### src/rtl/serial_magnitude_comparator.sv
// Serial unsigned magnitude comparator: walks the operands MSB-first, one
// 2-bit digit pair per clock, folding each pair into registered cascade flags.
module serial_magnitude_comparator #(
  parameter int WIDTH = 8
) (
  input  logic             clk,
  input  logic             rst,
  input  logic             start,
  input  logic [WIDTH-1:0] a,
  input  logic [WIDTH-1:0] b,
  output logic             busy,
  output logic             done,
  output logic             equal,
  output logic             a_greater,
  output logic             a_less
);

  localparam int NDIG  = WIDTH / 2;
  localparam int IDX_W = (NDIG > 1) ? $clog2(NDIG) : 1;
  localparam logic [IDX_W-1:0] IDX_MAX = IDX_W'(NDIG - 1);

  localparam logic [1:0] S_IDLE = 2'd0;
  localparam logic [1:0] S_RUN  = 2'd1;
  localparam logic [1:0] S_DONE = 2'd2;

  logic [1:0]       state_q, state_d;
  logic [WIDTH-1:0] a_q, a_d, b_q, b_d;
  logic [IDX_W-1:0] idx_q, idx_d;
  logic             eq_q, eq_d, gt_q, gt_d, lt_q, lt_d;
  logic             busy_q, busy_d, done_q, done_d;
  logic             equal_q, equal_d, greater_q, greater_d, less_q, less_d;
  logic [1:0]       a_dig, b_dig;

  // Operands shift left each step, so the current digit is always the top pair.
  assign a_dig = a_q[WIDTH-1 -: 2];
  assign b_dig = b_q[WIDTH-1 -: 2];

  always_comb begin
    state_d   = state_q;
    a_d       = a_q;
    b_d       = b_q;
    idx_d     = idx_q;
    eq_d      = eq_q;
    gt_d      = gt_q;
    lt_d      = lt_q;
    busy_d    = busy_q;
    done_d    = 1'b0;
    equal_d   = equal_q;
    greater_d = greater_q;
    less_d    = less_q;
    case (state_q)
      S_RUN: begin
        if (eq_q) begin
          if (a_dig > b_dig) begin
            gt_d = 1'b1;
            eq_d = 1'b0;
          end else if (a_dig < b_dig) begin
            lt_d = 1'b1;
            eq_d = 1'b0;
          end
        end
        a_d   = a_q << 2;
        b_d   = b_q << 2;
        idx_d = idx_q - IDX_W'(1);
        if (idx_q == '0) begin
          state_d   = S_DONE;
          busy_d    = 1'b0;
          done_d    = 1'b1;
          equal_d   = eq_d;
          greater_d = gt_d;
          less_d    = lt_d;
        end
      end
      default: begin
        // IDLE and DONE both accept a new request; DONE lasts one cycle.
        state_d = S_IDLE;
        busy_d  = 1'b0;
        if (start) begin
          state_d = S_RUN;
          busy_d  = 1'b1;
          a_d     = a;
          b_d     = b;
          idx_d   = IDX_MAX;
          eq_d    = 1'b1;
          gt_d    = 1'b0;
          lt_d    = 1'b0;
        end
      end
    endcase
  end

  always_ff @(posedge clk) begin
    if (rst) begin
      state_q   <= S_IDLE;
      a_q       <= '0;
      b_q       <= '0;
      idx_q     <= IDX_MAX;
      eq_q      <= 1'b1;
      gt_q      <= 1'b0;
      lt_q      <= 1'b0;
      busy_q    <= 1'b0;
      done_q    <= 1'b0;
      equal_q   <= 1'b0;
      greater_q <= 1'b0;
      less_q    <= 1'b0;
    end else begin
      state_q   <= state_d;
      a_q       <= a_d;
      b_q       <= b_d;
      idx_q     <= idx_d;
      eq_q      <= eq_d;
      gt_q      <= gt_d;
      lt_q      <= lt_d;
      busy_q    <= busy_d;
      done_q    <= done_d;
      equal_q   <= equal_d;
      greater_q <= greater_d;
      less_q    <= less_d;
    end
  end

  assign busy      = busy_q;
  assign done      = done_q;
  assign equal     = equal_q;
  assign a_greater = greater_q;
  assign a_less    = less_q;

endmodule

### config.mk
export PLATFORM = sky130hd
export DESIGN_NAME = serial_magnitude_comparator
export DESIGN_NICKNAME = d
export VERILOG_FILES = /design/src/rtl/serial_magnitude_comparator.sv
export SDC_FILE = /design/constraint.sdc
export NUM_CORES = 1
export LEC_CHECK = 0
export BUFFER_PORTS_ARGS = -buffer_cell sky130_fd_sc_hd__buf_2
export CAP_MARGIN = 20
export CELL_PAD_IN_SITES_DETAIL_PLACEMENT = 1
export CELL_PAD_IN_SITES_GLOBAL_PLACEMENT = 2
export CORE_UTILIZATION = 33
export CTS_CLUSTER_DIAMETER = 40
export DETAILED_ROUTE_END_ITERATION = 10
export PLACE_DENSITY_LB_ADDON = 0.15
export SYNTH_ARGS = -nofsm -noshare
export SYNTH_HDL_FRONTEND = slang
export SYNTH_SLANG_ARGS = --single-unit
### constraint.sdc
create_clock -name clk -period 1.7 [get_ports clk]
set_clock_uncertainty 0.15 [all_clocks]
set_input_delay 0.34 -clock clk [delete_from_list [all_inputs] [get_ports clk]]
set_output_delay 0.34 -clock clk [all_outputs]
set_load 0.05 [all_outputs]
==> key figures <==
Outcome
  • Status: finished clean

Route
  • Antenna Nets Post-Route: 0
  • DR vias/cell: approximately 4.9
  • Drt wl/cell: ~13 um
  • Detailed Route Iter0 Violations: 28
  • Residual DRC: 0
  • Final wirelength: about 2.5 mm
  • Via total after detailed routing: approximately 940
  • Pre-antenna DRT Iters: 2

Finish
  • Commonest non-fill, non-tap cell in the layout: dfxtp_1
  • Antenna fix cells: 0
  • Commonest non-fill, non-tap cells in the layout: dfxtp_1 (26), buf_2 (23), mux2i_1 (16), nor2_1 (16), a211oi_1 (10)
  • Final non-filler cell area: roughly 1400 sq um
  • Area Growth Syn to Fin: 15.6%
  • Non-filler instance count after layout: 192
  • NumNets Final: 169
  • Share of cells above drive strength 1: 0.247
  • Core Util, Final: 0.410

CTS
  • Root buffer cell: clkbuf_4
  • Total CTS buffers: 3
  • Htree depth: 1
  • Postcts setup bufs: 0
  • CTS tree: yes
  • Reg clk slew, reported paths: ~140 ps
  • Maximum root-to-sink buffer count: 2
  • Worst skew pair latency: around 320 ps
  • Sink Count: 27

Logic synthesis
  • Adder-cell share of the synthesized area: 0.0310
  • Synth Instances: 124
  • Ys async rst share: 0
  • Post-synth EDFFs: 0
  • Synth Area in XOR/XNOR: 0
  • Syn Nets: approximately 150
  • YS warnings: 0
  • Post-Synthesis Cell Area: between 1000 and 1500 sq um
  • Syn Area/Cell: a little under 10 sq um
  • Main synth FF type: dfxtp_1
  • Largest family of logic cells by synthesized area: compound AO/OA/AOI/OAI gates
  • Post-synthesis register bit count: 27
  • Post-Synth Simple-Gate Area: 0.138
  • Multiplexer share of the synthesized area: 0.132
  • Complex-gate fraction of the synthesized area: 0.173
  • Synth unique cells: 28
  • Sequential area share after synthesis: 0.446

Placed design
  • Gpl congestion: 0.685
  • Placed cell count: between 150 and 200
  • DP Worst Slack: approximately 84 ps
  • Port Buffers: 23
  • Post-DP HPWL: approximately 1.7 mm
  • Dpl cell area: 1370 sq um

Critical path
  • WP data arrival: around 1700 ps
  • Critical path class: register to register
  • Data required time at the worst endpoint: 1790 ps
  • Levels on crit path: 5
  • Cell Chain, Critical Path: inv_1 -> ha_1 -> and2_1 -> a211o_1 -> a311oi_2
  • Reg2Reg Depth: 5
  • Crit-path leading delay family: compound AO/OA/AOI/OAI gates
  • Critical path peak fanout: 3
  • Slowest-stage cell, CP: dfxtp_2
  • CP bufs+invs: 1
  • Largest stage delay, worst path: roughly 350 ps
  • Setup crit end kind: register
  • Startpoint Class: register

STA
  • Max Freq: ~0.61 GHz
  • Setup repair after global routing missed its margin: no
  • Final Critical Period: roughly 1600 ps
  • Setup TNS: 0 ps
  • Final setup vio count: 0
  • Period utilization: 0.959
  • Max Slew Vio Count: 0
  • Hold Fails Final Rpt: 0
  • Final worst-path setup slack: roughly 70 ps
  • Relative slew slack: 0.637
  • Worst slew pin tran: 544 ps

GRT
  • Largest net degree at the start of global routing: 30
  • Vias in the first global route: 965
  • Number of antenna violations at the first check in global routing: 0
  • Tot GR Track Use: 0.138
  • Grt total ovfl: 0
  • First-pass GRT wire length: 4.33 mm

Power and ir drop
  • Power per cell area: approximately 840 nW/um^2
  • Leak: 0.636 nW
  • Maximum VDD drop: between 0.0004 and 0.0005 V

Die
  • Die ar.: 3920 sq um
  • Core area: around 3400 sq um
  • Starting Density: 0.355
  • Row count: 21
  • I/O pin count: 24
  • Die W: ~63 um
  • Chip height: approximately 63 um

Worst hold path
  • Hold depth: 3
  • Worst hold path class: input pin to register

Flow run
  • Max_cap viols: 0
==> worst register-to-register path: stages (launching register included) <==
cell,delay (ps)
dfxtp_2,350
inv_1,40
ha_1,280
and2_1,190
a211o_1,310
a311oi_2,240
==> final timing paths <==
check | endpoint | slack, ps | startpoint
min reg2reg | equal | 320 | equal
max reg2reg | a_greater | 70 | b_q[7]
min | b_q[0] | 150 | b[0]
max | a_greater | 70 | b_q[7]
==> per-layer routing <==
metal	up-vias	routed length, um	part of all wire	GRT usage
met1	440	1260	0.50	0.180
li1	479	-	-	-
met5	-	0	0	0
met3	2	86	0.034	0.0255
met2	16	1170	0.46	0.223
met4	0	19	0.0075	0.0523
==> synth_stat cells (all sizes together), types with 2 or more instances <==
library cell,n,area (sq um)
dfxtp,27,541
mux2i,16,160
nor2,16,60.1
a211oi,14,125
buf,9,66.3
inv,8,30.0
a21oi,5,25.0
nor3,5,25.0
ha,3,37.5
nand2,3,11.3
a21o,2,15.0
a311oi,2,23.8
nand2b,2,12.5
nand3,2,10.0
nand4,2,12.5
==> layout make-up <==
class                      count  area [sq um]
clock buffer                   4          26.3
timing repair buffer          27           170
sequential                    27           542
fill                         410          2010
inverter                       8          30.0
tap                           46          57.6
multi-input combinational     80           576
==> sequential cells by signal (all words and copies together) (netlist names) <==
| signal | cells |
|---|---|
| a_q | 8 |
| b_q | 8 |
| idx_q | 2 |
| state_q | 2 |
| a_greater | 1 |
| a_less | 1 |
| done | 1 |
| eq_q | 1 |
| equal | 1 |
| gt_q | 1 |
| lt_q | 1 |
==> where the power goes <==
| group | internal (mW) | switching [mW] | leakage [nW] |
|---|---|---|---|
| Sequential | 0.674 | 0.0236 | 0.222 |
| Clock | 0.0917 | 0.183 | 0.0150 |
| Combinational | 0.0943 | 0.114 | 0.398 |
==> timing repair <==
item / in CTS / in global routing
resized for setup: 0 / 1
hold buffers: 0 / 0
setup endpoints to repair: 0 / 1
==> logic make-up after synthesis <==
| group | after synthesis |
|---|---|
| AND/OR/NAND/NOR | 35 |
| flip-flops | 27 |
| AO/OA/AOI/OAI | 26 |
| buffers and inverters | 17 |
| multiplexers | 16 |
| adder cells (fa/ha/maj) | 3 |
==> stage by stage <==
stage	total power, mW	hold slack, ps
final	1.18	150
after global routing	1.26	154
after CTS	1.21	133
after detailed placement	0.923	305
after global placement	0.915	297
after floorplan	0.863	301
(Power assumes the default switching activity.)
